**config.mk**
```make
export PLATFORM = sky130hd
export DESIGN_NAME = alu_share_ctrl
export DESIGN_NICKNAME = d
export VERILOG_FILES = /design/src/rtl/alu_share_ctrl.sv
export SDC_FILE = /design/constraint.sdc
export NUM_CORES = 1
export LEC_CHECK = 0
export CORE_MARGIN = 2
export CORE_UTILIZATION = 35
export DETAILED_ROUTE_END_ITERATION = 10
export GPL_ROUTABILITY_DRIVEN = 0
export HOLD_SLACK_MARGIN = 0.08
export PLACE_DENSITY = 0.69
export SLEW_MARGIN = 25
export SYNTH_ARGS = -nofsm -noshare
export SYNTH_HDL_FRONTEND = slang
export SYNTH_SLANG_ARGS = --single-unit
```
**constraint.sdc**
```tcl
create_clock -name clock -period 2.2 [get_ports clock]
set_input_delay 0.44 -clock clock [delete_from_list [all_inputs] [get_ports clock]]
set_output_delay 0.44 -clock clock [all_outputs]
set_load 0.02 [all_outputs]
```
**src/rtl/alu_share_ctrl.sv**
```systemverilog
// Shares one combinational ALU between two requesters; HAMDIS optionally widened to 32 bits over four passes.
// Latency: response 2 cycles after accept (5 for extended HAMDIS); next accept 1 cycle after the response.
// Backpressure: reqN_ready only in IDLE for the granted requester; responses cannot be stalled.
module alu_share_ctrl #(
    parameter bit EXT_HAMDIS = 1'b1,
    parameter bit PRIO_INIT  = 1'b0
) (
    input  logic        clock,
    input  logic        resetn,
    input  logic        req0_valid,
    output logic        req0_ready,
    input  logic [31:0] req0_a,
    input  logic [31:0] req0_b,
    input  logic [3:0]  req0_aluc,
    input  logic        req1_valid,
    output logic        req1_ready,
    input  logic [31:0] req1_a,
    input  logic [31:0] req1_b,
    input  logic [3:0]  req1_aluc,
    output logic [31:0] alu_a,
    output logic [31:0] alu_b,
    output logic [3:0]  alu_aluc,
    input  logic [31:0] alu_s,
    input  logic        alu_z,
    output logic        rsp_valid,
    output logic        rsp_id,
    output logic [31:0] rsp_s,
    output logic        rsp_z
);
    localparam logic [3:0] OP_HAMDIS = 4'b1011;

    typedef enum logic [1:0] {IDLE, EXEC, HAM, RESP} state_t;

    state_t      state;
    logic [31:0] a_lat;
    logic [31:0] b_lat;
    logic [3:0]  aluc_lat;
    logic        id_lat;
    logic [1:0]  k;
    logic [5:0]  acc;
    logic        last_grant;

    logic        grant0;
    logic        grant1;
    logic        sel_id;
    logic [31:0] sel_a;
    logic [31:0] sel_b;
    logic [3:0]  sel_aluc;
    logic [4:0]  shamt;
    logic [5:0]  acc_next;

    // Round-robin: on contention the requester that did not win last time goes first.
    always_comb begin
        grant0     = req0_valid && (!req1_valid || last_grant);
        grant1     = req1_valid && (!req0_valid || !last_grant);
        req0_ready = (state == IDLE) && grant0;
        req1_ready = (state == IDLE) && grant1;
        sel_id     = grant1;
        sel_a      = sel_id ? req1_a    : req0_a;
        sel_b      = sel_id ? req1_b    : req0_b;
        sel_aluc   = sel_id ? req1_aluc : req0_aluc;
        shamt      = {k, 3'b000};
        alu_a      = (state == HAM) ? (a_lat >> shamt) : a_lat;
        alu_b      = (state == HAM) ? (b_lat >> shamt) : b_lat;
        alu_aluc   = aluc_lat;
        acc_next   = acc + alu_s[5:0];
    end

    always_ff @(posedge clock or negedge resetn) begin
        if (!resetn) begin
            state      <= IDLE;
            a_lat      <= '0;
            b_lat      <= '0;
            aluc_lat   <= '0;
            id_lat     <= 1'b0;
            k          <= '0;
            acc        <= '0;
            last_grant <= ~PRIO_INIT;
            rsp_valid  <= 1'b0;
            rsp_id     <= 1'b0;
            rsp_s      <= '0;
            rsp_z      <= 1'b0;
        end else begin
            case (state)
                IDLE: begin
                    rsp_valid <= 1'b0;
                    if (grant0 || grant1) begin
                        a_lat      <= sel_a;
                        b_lat      <= sel_b;
                        aluc_lat   <= sel_aluc;
                        id_lat     <= sel_id;
                        last_grant <= sel_id;
                        if (EXT_HAMDIS && (sel_aluc == OP_HAMDIS)) begin
                            acc   <= '0;
                            k     <= '0;
                            state <= HAM;
                        end else begin
                            state <= EXEC;
                        end
                    end
                end
                EXEC: begin
                    rsp_s     <= alu_s;
                    rsp_z     <= alu_z;
                    rsp_id    <= id_lat;
                    rsp_valid <= 1'b1;
                    state     <= RESP;
                end
                HAM: begin
                    // Each pass contributes the popcount of one byte lane (at most 8).
                    acc <= acc_next;
                    k   <= k + 2'd1;
                    if (k == 2'd3) begin
                        rsp_s     <= {26'b0, acc_next};
                        rsp_z     <= (acc_next == 6'd0);
                        rsp_id    <= id_lat;
                        rsp_valid <= 1'b1;
                        state     <= RESP;
                    end
                end
                RESP: begin
                    rsp_valid <= 1'b0;
                    state     <= IDLE;
                end
                default: state <= IDLE;
            endcase
        end
    end
endmodule

```
Yosys cells after proc, flatten, opt, wreduce, memory -nomap -nowiden

Index checks and enable logic that the tools add are counted.

Multiply operators: 0
Shifts and indexed selects: 2
Multiplexer cells: 23
Equality and inequality tests: 8
Reduce and logical (&&, ||, !) cells: 19
Div/mod/pow operators: 0
$add $sub $neg: 2
Magnitude comparators: 0
Bitwise gates (word level): 0

Operator list:

| operator                                                                 | number |
|---|---|
| 32-bit two-way mux                                                       | 5 |
| 32-bit case mux with 2 select lines                                      | 1 |
| 32-bit by 5-bit right shift with 32-bit output                           | 2 |
| 6-bit two-way mux                                                        | 2 |
| 6-bit case mux with 2 select lines                                       | 1 |
| 2-bit two-way mux                                                        | 5 |
| 2-bit case mux with 4 select lines                                       | 1 |
| 6-bit adder                                                              | 1 |
| 2-bit equality test (second input constant)                              | 3 |
| 6-bit zero test                                                          | 1 |
| 2-bit by 1-bit inequality test with 1-bit output (second input constant) | 3 |
| 2-bit AND reduction                                                      | 3 |
| 4-bit equality test (second input constant)                              | 1 |
| 1-bit logical AND                                                        | 4 |
| 4-bit two-way mux                                                        | 1 |
| 1-bit case mux with 2 select lines                                       | 2 |
| 2-bit case mux with 2 select lines                                       | 1 |
| 2-bit nonzero test                                                       | 2 |
| 1-bit zero test                                                          | 3 |
| 1-bit logical OR                                                         | 3 |
| 1-bit two-way mux                                                        | 3 |
| 1-bit case mux with 3 select lines                                       | 1 |
| 3-bit AND reduction                                                      | 1 |
| 2-bit by 1-bit adder with 2-bit output (second input constant)           | 1 |
| 3 further kinds                                                          | 3 |

Bits in writable memories: 0
Word-level logic and storage cells: 66
Output and inout port bits: 105
Memories: 0
Bits of input ports: 173
ROM bits: 0
Bits in latches: 0
Flip-flop bits (word level): 115

Logic depth before layout (Yosys ltp)

Word-level depth: 8
Gate-level depth with buffers: 9
Depth with buffers taken out: 8

Worst setup path after synthesis

OpenSTA, ideal clock, no wires.

Kind: flip-flop to output port
From: register state[0]
To: output alu_b[10]
Arrival: 1.613 ns
Cell stages (with the launch flop): 7
Buffers on the path: 3
Required time: 1.760 ns
Setup slack: 0.147 ns
Cell sequence: dfrtp_1 -> inv_1 -> ha_1 -> buf_6 -> clkbuf_1 -> clkbuf_1 -> a22o_1

Longest elaborated chain between the ends: 2

Ends and longest elaborated chain:

| what                   | RTL line | RTL |
|---|---|---|
| start, declared        | 34       | `state_t state;` |
| start signal, assigned | 71       | `state <= IDLE;` |
| start signal, assigned | 96       | `state <= HAM;` |
| start signal, assigned | 98       | `state <= EXEC;` |
| 2-bit equality test    | 64       | `alu_b = (state == HAM) ? (b_lat >> shamt) : b_lat;` |
| 32-bit two-way mux     | 64       |  |
| end, declared          | 21       | `output logic [31:0] alu_b,` |

Every way passes these cells.

Worst setup path in the final report

From: register k[0]
To: output alu_b[13]

Longest elaborated chain between the ends: 2

Ends and longest elaborated chain:

| what                                           | RTL line | RTL |
|---|---|---|
| start, declared                                | 39       | `logic [1:0] k;` |
| start signal, assigned                         | 112      | `k <= k + 2'd1;` |
| 32-bit by 5-bit right shift with 32-bit output | 64       |  |
| 32-bit two-way mux                             | 64       |  |

Every way passes these cells.

==> impl_metrics.prom <==
# TYPE chip_impl_metric gauge
chip_impl_metric{name="fp.coreArea",unit="um2"} 17800
chip_impl_info{name="violations",value="setup timing"} 1
chip_impl_metric{name="remaining_drc_errors",unit=""} 0
chip_impl_metric{name="antenna-diode-count",unit=""} 0
chip_impl_metric{name="power_frac_seq",unit="%"} 25.0
chip_impl_metric{name="vias",unit=""} 6032
chip_impl_metric{name="vdd_ir_drop_max",unit="V"} 0.000690
chip_impl_metric{name="total_grt_overflow",unit=""} 0
chip_impl_metric{name="postRouteAntennaNets",unit=""} 0
chip_impl_info{name="worstHoldPathType",value="reg2reg"} 1
chip_impl_info{name="regToRegStartpoint",value="state[1]"} 1
chip_impl_metric{name="numPortBuffers",unit=""} 277
chip_impl_info{name="clk_root_buffer_cell",value="sky130_fd_sc_hd__clkbuf_16"} 1
chip_impl_metric{name="tns",unit="ps"} -149
chip_impl_info{name="worstHoldEndpoint",value="rsp_valid"} 1
chip_impl_metric{name="max_freq",unit="MHz"} 447
chip_impl_metric{name="first_drt_iteration_drcs",unit=""} 264
chip_impl_metric{name="synth_register_bits",unit=""} 115
chip_impl_metric{name="cp_slowest_stage_delay",unit="ps"} 460
chip_impl_metric{name="grt_use_met1",unit="%"} 27.9
chip_impl_metric{name="synth-edff-count",unit=""} 0
chip_impl_metric{name="min_delay_path_depth",unit=""} 2
chip_impl_metric{name="fp-row-count",unit=""} 49
chip_impl_metric{name="internal_power",unit="uW"} 9020
chip_impl_metric{name="power.switching",unit="uW"} 7100
chip_impl_info{name="critPathLaunchType",value="register"} 1
chip_impl_metric{name="met3_usage",unit="%"} 4.40
chip_impl_metric{name="io-pin-count",unit=""} 278
chip_impl_metric{name="synth_largest_type_area_fraction",unit="%"} 45.2
chip_impl_info{name="tritoncts_clock_tree",value="yes"} 1
chip_impl_metric{name="syn_area",unit="um2"} 6320
chip_impl_metric{name="yosys_warnings",unit=""} 0
chip_impl_info{name="ys.flop_type",value="sky130_fd_sc_hd__dfrtp_1"} 1
chip_impl_metric{name="htree_levels",unit=""} 4
chip_impl_metric{name="post_cts_setup_driven_buffer_insertion_count",unit=""} 0
chip_impl_metric{name="cp_num_buf_inv",unit=""} 2
chip_impl_metric{name="place_hpwl",unit="um"} 15300
chip_impl_metric{name="required",unit="ps"} 1760
chip_impl_metric{name="setup_slack",unit="ps"} -35.0
chip_impl_metric{name="finish.utilization",unit="%"} 56.5
chip_impl_info{name="crit_path_top_delay_cell",value="sky130_fd_sc_hd__dfrtp_2"} 1
chip_impl_metric{name="routed_wirelength",unit="um"} 20400
chip_impl_metric{name="grt_max_degree",unit=""} 137
chip_impl_info{name="critical_path.endpoint_type",value="output port"} 1
chip_impl_metric{name="crit_fanout",unit=""} 18
chip_impl_metric{name="worst_ep_arrival_time",unit="ps"} 1800
chip_impl_metric{name="syn_avg_cell_area",unit="um2"} 9.36
chip_impl_metric{name="finalNetCount",unit=""} 1154
chip_impl_metric{name="combinational_power_share",unit="%"} 59.0
chip_impl_info{name="final_common_cell",value="sky130_fd_sc_hd__clkdlybuf4s50_1"} 1
chip_impl_metric{name="die_height",unit="um"} 138
chip_impl_metric{name="ys_types",unit=""} 37
chip_impl_info{name="timing.setup.critical_path_class",value="reg2out"} 1
chip_impl_metric{name="tritoncts_num_sinks",unit=""} 115
chip_impl_metric{name="ff2ff_setup_slack",unit="ps"} 60
chip_impl_metric{name="async_reset_ff_share",unit="%"} 100
chip_impl_info{name="synth_top_cells_by_area",value="sky130_fd_sc_hd__dfrtp_1 45%, sky130_fd_sc_hd__mux2i_1 14%, sky130_fd_sc_hd__o21ai_0 9.0%"} 1
chip_impl_metric{name="slew-limit-headroom",unit="%"} 63.6
chip_impl_info{name="grt_setup_unrepaired",value="yes"} 1
chip_impl_metric{name="layout_min_cycle_time",unit="ps"} 2240
chip_impl_metric{name="hold_vio_cnt_final",unit=""} 0
chip_impl_metric{name="power_frac_clock",unit="%"} 16.0
chip_impl_metric{name="clock_path_buffers",unit=""} 2
chip_impl_metric{name="drt-vias-per-instance",unit=""} 4.98
chip_impl_metric{name="report.final.setup_viol",unit=""} 9
chip_impl_metric{name="cellPowerDensity",unit="nW/um2"} 1600
chip_impl_info{name="grt-busiest-layer",value="met2"} 1
chip_impl_metric{name="fin_worst_skew",unit="ps"} 12.8
chip_impl_metric{name="cts_buffers",unit=""} 17
chip_impl_metric{name="grt_util_all_layers",unit="%"} 21.1
chip_impl_metric{name="maxSlewViolCount",unit=""} 0
chip_impl_metric{name="fin_crit_sh",unit="%"} 102
chip_impl_metric{name="start_util",unit="%"} 35.4
chip_impl_metric{name="global_route_wire_length_before_repair",unit="um"} 32300
chip_impl_metric{name="synthesis.nets",unit=""} 857
chip_impl_info{name="reg2reg_to",value="rsp_z"} 1
chip_impl_info{name="critical_path.top_delay_family",value="flip-flops"} 1
chip_impl_metric{name="final_layout_size_suffix_gt1_share",unit="%"} 17.9
chip_impl_metric{name="use_met2",unit="%"} 34.2
chip_impl_metric{name="maxCapViolations",unit=""} 0
chip_impl_metric{name="area_delta_synth_final",unit="%"} 59.5
chip_impl_metric{name="dieArea",unit="um2"} 19100
chip_impl_metric{name="seq_area_frac_synth",unit="%"} 45.6
chip_impl_metric{name="clkLatencyLatePin",unit="ps"} 410
chip_impl_info{name="hold_start",value="rsp_valid"} 1
chip_impl_metric{name="first_global_vias",unit=""} 6000
chip_impl_info{name="status",value="finished with violations"} 1
chip_impl_metric{name="p_leak",unit="uW"} 0.00455
chip_impl_metric{name="r2r_cells",unit=""} 7
chip_impl_info{name="critical_path.cell_chain",value="nand2b_1 > buf_12 > o21ai_1 > a22o_1 > clkdlybuf4s15_2"} 1
chip_impl_metric{name="fin_worst_hold_slack",unit="ps"} 477
chip_impl_metric{name="drt_pass1_iterations",unit=""} 5
chip_impl_metric{name="clk_pin_slew",unit="ps"} 50
chip_impl_metric{name="antenna_found_initial",unit=""} 0
chip_impl_metric{name="net_switching_fraction_of_the_power",unit="%"} 44.0
chip_impl_metric{name="max_slew.worst_pin.slew",unit="ps"} 546
chip_impl_info{name="most-common-layout-cells",value="210 x sky130_fd_sc_hd__clkdlybuf4s50_1, 113 x sky130_fd_sc_hd__dfrtp_1, 112 x sky130_fd_sc_hd__nand2_1"} 1
chip_impl_metric{name="count_of_mapped_cells_out_of_synthesis",unit=""} 675
chip_impl_metric{name="die_w",unit="um"} 138
chip_impl_metric{name="routed_wire_length_per_instance",unit="um"} 16.8
chip_impl_info{name="synth.largest_area_cell",value="sky130_fd_sc_hd__dfrtp_1"} 1
-- registers in the layout, indices dropped and copies added (netlist names) --
signal      count
rsp_s          32
rsp_valid       1
alu_aluc        4
a_lat          32
k               2
rsp_id          1
acc             6
b_lat          32
state           2
id_lat          1
last_grant      1
rsp_z           1
-- power by group through the flow --
stage | clock network [uW] | logic (uW) | registers (uW)
floorplan | 0 | 5280 | 4200
global placement | 0 | 9870 | 3980
detailed placement | 0 | 9960 | 3990
CTS | 2630 | 9620 | 4000
global route | 2730 | 10300 | 4170
finish | 2580 | 9520 | 4030
-- worst max-delay path by stage --
stage / from / slack [ps] / depth (start not counted) / endpoint
CTS: k[0] / -130 / 6 / alu_a[4]
floorplan: state[0] / 150 / 6 / alu_b[10]
detailed placement: alu_s[0] / -310 / 7 / rsp_z
finish: k[0] / -40 / 5 / alu_b[13]
global placement: alu_s[0] / -250 / 7 / rsp_z
global route: k[0] / -110 / 5 / alu_b[13]
-- synthesized netlist by cell type, types with 2 or more instances --
master                       n
sky130_fd_sc_hd__inv_1      24
sky130_fd_sc_hd__mux2i_1    89
sky130_fd_sc_hd__nor2_1     25
sky130_fd_sc_hd__xor2_1      3
sky130_fd_sc_hd__buf_6       2
sky130_fd_sc_hd__o22ai_1    16
sky130_fd_sc_hd__a21oi_1    20
sky130_fd_sc_hd__o21ai_0   113
sky130_fd_sc_hd__dfrtp_1   114
sky130_fd_sc_hd__ha_1        8
sky130_fd_sc_hd__mux2_2      4
sky130_fd_sc_hd__buf_4       2
sky130_fd_sc_hd__buf_1       3
sky130_fd_sc_hd__nor2b_1     2
sky130_fd_sc_hd__nand2_1   112
sky130_fd_sc_hd__nand4b_1    2
sky130_fd_sc_hd__and2_1     18
sky130_fd_sc_hd__a22o_1     51
sky130_fd_sc_hd__clkbuf_1   35
sky130_fd_sc_hd__nand2b_1    4
sky130_fd_sc_hd__buf_2      11
sky130_fd_sc_hd__o21a_1      2
-- cell type report --
type                            count  area [um2]
Clock inverter                      9        82.6
Sequential cell                   115        2880
Clock buffer                       21         470
Inverter                           24        90.1
Timing Repair Buffer              331        3040
Tap cell                          229         287
Fill cell                        1608        7770
Multi-Input combinational cell    483        3220
-- through the flow --
step / area, um2 / setup slack, ps / total power, uW / instances
2_1_floorplan: 6320 / 147 / 9490 / 675
5_1_grt: 10100 / -114 / 17200 / 1212
3_5_place_dp: 9650 / -310 / 14000 / 1181
3_3_place_gp: 9650 / -252 / 13800 / 1181
4_1_cts: 10200 / -133 / 16300 / 1212
6_report: 10100 / -35.0 / 16100 / 1212
-- repair_timing --
item                                    4_1_cts  5_1_grt
hold buffers                                  1        0
endpoints found under the setup margin       65       67
endpoints found under the hold margin        33        0
pin swaps                                     0        1
resized for setup                           241       52
-- metal layers --
metal / wire [um] / part of all wire [%]
met4: 513 / 2.5
met2: 9640 / 47
met5: 0 / 0
met1: 9080 / 45
met3: 1140 / 5.6
-- worst register-to-register path, delay by kind of cell, from the launching register on --
family                   cells  cell delay (ps)
AND/OR/NAND/NOR              3              870
flip-flops                   1              410
buffers and inverters        2              350
adder cells (fa/ha/maj)      1              200
AO/OA/AOI/OAI                1              200
-- cell families (layout without fill, tap and decap cells) --
kind of cell / after synthesis / count (layout) / share of synthesized area (%)
mux: 93 / 93 / 14.8
fa+ha+maj: 9 / 9 / 1.90
flops: 115 / 115 / 45.6
buf+inv: 77 / 385 / 5.15
simple gates: 169 / 169 / 11.7
compound gates: 208 / 208 / 20.3
xor+xnor: 4 / 4 / 0.555
(Power assumes the default switching activity.)
==> variant 1: new RTL, config.mk and constraints unchanged <==
The 4 states of `state_t` get a Gray code encoding in 2 bits.
--- a/src/rtl/alu_share_ctrl.sv
+++ b/src/rtl/alu_share_ctrl.sv
@@ -31,3 +31,3 @@
 
-    typedef enum logic [1:0] {IDLE, EXEC, HAM, RESP} state_t;
+    typedef enum logic [1:0] {IDLE = 2'b00, EXEC = 2'b01, HAM = 2'b11, RESP = 2'b10} state_t;
 
Formal check against the unedited RTL: no difference found for any inputs over 4 cycles, from zero or initial values and one cycle with resetn low; so few cycles prove little.
==> variant 1 against the unedited design <==
- the flow still finishes with violations (negative setup slack)
- sequential cell count unchanged
- total power increased by 15%
- register-to-register slack is essentially flat
- design area up 13%
- area after synthesis is 5.4% higher
- fmax fell by 1.6%
- worst setup slack worse by 0.035 ns
- routed wire length increased by 17%
- critical path type unchanged
- largest cell class unchanged
==> variant 1: results (changes against the unedited design) <==
Initial DRC Count 438 (+66%); Post-synth top cells 131 x o21ai_0, 114 x dfrtp_1, 106 x nand2_1; Compound-Gate Fraction of Synth Area 25.83% (+5.5 points); placed wire-length estimate 16.78 mm (+9.4%); Reg clk slew, reported paths 0.06 ns; drt first pass iters 5 (unchanged); crit path DAT 1.83 ns (+0.03 ns); final antenna-violating net count 0 (unchanged); ant diodes 0 (unchanged); grt met3 use 5.518% (+1.1 points); Crit-path slowest cell dfrtp_2; outcome complete, but fails checks; M1 GR Usage 30.72% (+2.8 points); met2 usage 36.51% (+2.4 points); worst setup margin -0.07038 ns (-0.03538 ns); number of remaining DRC errors 0 (unchanged); slew margin rel. 59.14% (-4.5 points); GRT Resource Usage Total 22.99% (+1.9 points); setup skew after layout 0.005231 ns (-0.007567 ns); pin count of the biggest net entering global routing 43 (-69%); Synth Area in XOR/XNOR 0.3944% (-0.16 points); Max stage delay on crit path 0.37 ns (-0.09 ns); synth warn 0 (unchanged); fill cell count 1,600 (-0.50%); placed cells 1,251 (+5.9%); Port Buf Inserts 277 (unchanged); post-synthesis cell type count 43 (+16%); initial antenna violation count 0 (unchanged); mean post-synth cell area 8.941 µm² (-4.5%); Post-Place Setup Slack -0.4428 ns (-0.1327 ns); Crit Path Max Fanout 4 (-14); syn_nets 925 (+7.9%); synth top area cells dfrtp_1 43%, mux2i_1 10%, o21ai_0 9.8%, nand2_1 6.0%, nor2b_1 4.7%; root cell of the clock tree clkbuf_16; DR WL/cell 18.14 µm (+7.9%); layout cell share with drive strength beyond 1 24.98% (+7.1 points); Clk Latency, worst-skew pair 0.41 ns (about the same); Post-synth ARST share 100.0% (unchanged); # H-tree levels 4 (unchanged); Max rail drop VDD 0.8354 mV (+21%); final setup violating endpoints 27 (+18); via count 6,907 (+15%); HP Class input port to register; Seq/Total Area, Yosys 43.22% (-2.4 points); failing checks negative setup slack; delay-heaviest family, CP buffers and inverters; drt via density 5.237 (+5.2%); vias in the first global route 6,500 (+8.3%); adder-cell share of the synthesized area 1.427% (-0.47 points); first-pass GRT wire length 36.01 mm (+11%); multiplexer area fraction after synthesis 10.22% (-4.6 points); leakage 5.037 nW (+11%); total CTS buffers 17 (unchanged)
[variant 1: changes by cell type after synthesis, sizes merged, moves of 6 or more]
| cell | change |
|---|---|
| clkbuf | +15 |
| o22ai | -15 |
| a31oi | +34 |
| nor2 | -13 |
| nor2b | +47 |
| o21ai | +18 |
| a22oi | +33 |
| a21o | +16 |
| inv | -16 |
| mux2i | -21 |
| nand2 | -6 |
| a22o | -24 |
[variant 1: what timing repair did]
action	in CTS	in global routing
endpoints found under the hold margin	38	0
resized for setup	320	162
cloned	5	3
pin swaps	5	20
endpoints found under the setup margin	66	76
setup buffers	11	19
hold buffers	1	0
[variant 1: layout make-up]
cell class / count / area [µm²] / share of cell area (%)
tap: 234 / 292.8 / 2.564
timing repair buffer: 373 / 3742 / 32.77
inverter: 8 / 30.03 / 0.2629
clock buffer: 17 / 425.4 / 3.725
multi-input combinational: 557 / 3852 / 33.73
sequential: 115 / 2884 / 25.25
clock inverter: 15 / 193.9 / 1.698
[variant 1: power by group]
part	leakage (nW)	switching (mW)	internal, mW
combinational	3.33	5.92	5.55
clock	0.300	1.11	1.81
sequential	1.41	1.02	3.18
[variant 1: cell families (layout without fill, tap and decap cells)]
kind of cell | Yosys count | in the layout
compound gates | 281 | 281
simple gates | 198 | 198
flops | 115 | 115
buf+inv | 73 | 413
mux | 68 | 68
fa+ha+maj | 7 | 7
xor+xnor | 3 | 3
[variant 1: through the flow]
| stage | setup TNS, ns | cell area (µm²) |
|---|---|---|
| 2_1_floorplan | -0.08100 | 6661 |
| 4_1_cts | -3.843 | 10920 |
| 3_3_place_gp | -6.684 | 10120 |
| 5_1_grt | -3.560 | 11420 |
| 6_report | -0.6876 | 11420 |
| 3_5_place_dp | -10.13 | 10120 |
[variant 1: metal layers]
layer / vias up / part of all wire [%]
li1: 3343 / -
met1: 3263 / 43
met2: 255 / 48
met3: 46 / 6.6
met4: 0 / 2.6
met5: - / 0
[variant 1: final timing paths]
| path | start | end | slack (ns) | depth (start not counted) |
|---|---|---|---|---|
| worst min-delay path | alu_s[0] | rsp_s[0] | 0.35 | 3 |
| worst max-delay path | state[1] | alu_b[13] | -0.07 | 7 |
| worst max register to register | acc[0] | rsp_z | 0.06 | 7 |
| max in group asynchronous | resetn | b_lat[20] | 1.01 | 3 |
| worst min register to register | rsp_id | rsp_id | 0.48 | 2 |
| min in group asynchronous | resetn | rsp_s[3] | 0.57 | 2 |
[variant 1: worst register-to-register path: cells and delay by family (launching register included)]
family | cells | cell delay [ns]
compound gates | 1 | 0.18
fa+ha+maj | 2 | 0.64
xor+xnor | 1 | 0.20
simple gates | 2 | 0.57
flops | 1 | 0.41
buf+inv | 1 | 0.07
==> variant 2: new RTL, config.mk and constraints unchanged <==
Without the edit above. The parameter `EXT_HAMDIS` goes from 1'b1 to 1'b0.
--- a/src/rtl/alu_share_ctrl.sv
+++ b/src/rtl/alu_share_ctrl.sv
@@ -4,3 +4,3 @@
 module alu_share_ctrl #(
-    parameter bit EXT_HAMDIS = 1'b1,
+    parameter bit EXT_HAMDIS = 1'b0,
     parameter bit PRIO_INIT  = 1'b0
Formal check against the unedited RTL: not equivalent (Yosys sat finds a counterexample within 4 cycles, from zero or initial values and one cycle with resetn low).
==> variant 2 against the unedited design <==
- the run still ends with negative setup slack left
- design area increased by 10%
- sequential share of layout area fell by 2.7 points
- area after synthesis barely moved
- combinational power grew 19%
- worst setup slack got worse by 0.028 ns
- global-route usage grew 1.8 points
- routed wire length is 9.3% higher
- clock power increased by 6%
- fmax down 1.2%
- critical path type unchanged
- sequential cell count unchanged
- total power up 13%
==> variant 2: results (changes against the unedited design) <==
multiplexer area fraction after synthesis 14.84% (+0.028 points); routed wire length 22.27 mm (+9.3%); synth top area cells dfrtp_1 45%, mux2i_1 14%, o21ai_0 8.2%, nand2_1 6.5%, a22o_1 6.0%; drt via density 5.059 (+1.6%); failing checks negative setup slack; fill cell count 1,482 (-7.8%); final setup violating endpoints 31 (+22); Crit Path Max Fanout 8 (-10); adder-cell share of the synthesized area 2.296% (+0.39 points); leakage 4.913 nW (+8.1%); Max stage delay on crit path 0.39 ns (-0.07 ns); layout cell share with drive strength beyond 1 27.14% (+9.2 points); vias in the first global route 6,392 (+6.5%); outcome complete, but fails checks; Layout Nets 1,188 (+2.9%); setup skew after layout 0.01074 ns (-0.002062 ns); first-pass GRT wire length 34.59 mm (+7.0%); worst setup margin -0.06326 ns (-0.02826 ns); post-synthesis cell type count 36 (-2.7%); Max rail drop VDD 0.9056 mV (+31%); syn_nets 861 (+0.47%); Post-Place Setup Slack -0.3183 ns (-0.008229 ns); Compound-Gate Fraction of Synth Area 20.54% (+0.24 points); footprint of the multi-input gates 3613 µm² (+12%); pin count of the biggest net entering global routing 46 (-66%)
-- variant 2: cell types whose count changed in the layout (fill, tap and decap cells not counted), moves of 8 or more --
cell / delta
clkdlybuf4s15_2: -8
and2_4: +14
a22o_1: -11
o22ai_1: -9
a21oi_2: +12
buf_2: -43
nor2_1: -8
and2_1: -15
buf_6: +57
o21ai_0: -13
buf_4: +16
-- variant 2: routing by layer --
metal	GRT usage [%]	routed length [µm]	up-vias
li1	-	-	3035
met1	27.79	8735	2977
met2	39.29	11290	257
met3	7.032	1773	34
met4	7.143	465	0
met5	0	0	-
-- variant 2: worst reg2reg max path: cells and delay by family, from the launching register on --
kind                     cells  cell delay [ns]
flip-flops                   1             0.38
XOR/XNOR                     1             0.13
AO/OA/AOI/OAI                4             0.81
adder cells (fa/ha/maj)      2             0.61
-- variant 2: power breakdown --
part	internal, mW	leakage (nW)	switching [mW]	total [mW]
combinational	5.62	3.24	5.73	11.3
clock	1.69	0.271	1.04	2.73
sequential	3.19	1.40	0.930	4.12
-- variant 2: cell type report --
class,count,share of cell area (%)
flip-flops and latches,115,25.93
clock buffers,19,3.988
inverters,22,0.7436
well taps,229,2.580
multi-input cells,487,32.54
repair buffers,361,33.00
clock inverters,13,1.217
-- variant 2: worst paths after layout --
kind	startpoint	to	slack, ns
min reg2reg	b_lat[4]	b_lat[4]	0.48
max reg2reg	acc[0]	rsp_z	0.20
max in group asynchronous	resetn	k[0]	1.16
min in group clock	b_lat[4]	b_lat[4]	0.48
max	state[0]	alu_b[20]	-0.06
min	resetn	acc[2]	0.37
-- variant 2: cell families after synthesis --
logic type / count (synthesis)
adders and majority gates: 11
AOI/OAI and AO/OA: 213
muxes: 93
buffers and inverters: 75
DFF: 115
and+or+nand+nor: 165
xor gates and xnor gates: 5
-- variant 2: repair_timing --
action,4_1_cts,5_1_grt
pin swaps,4,22
hold buffers,1,0
endpoints found under the hold margin,47,0
gates resized for setup,359,141
setup buffers,9,7
endpoints found under the setup margin,66,65
gates cloned,2,1
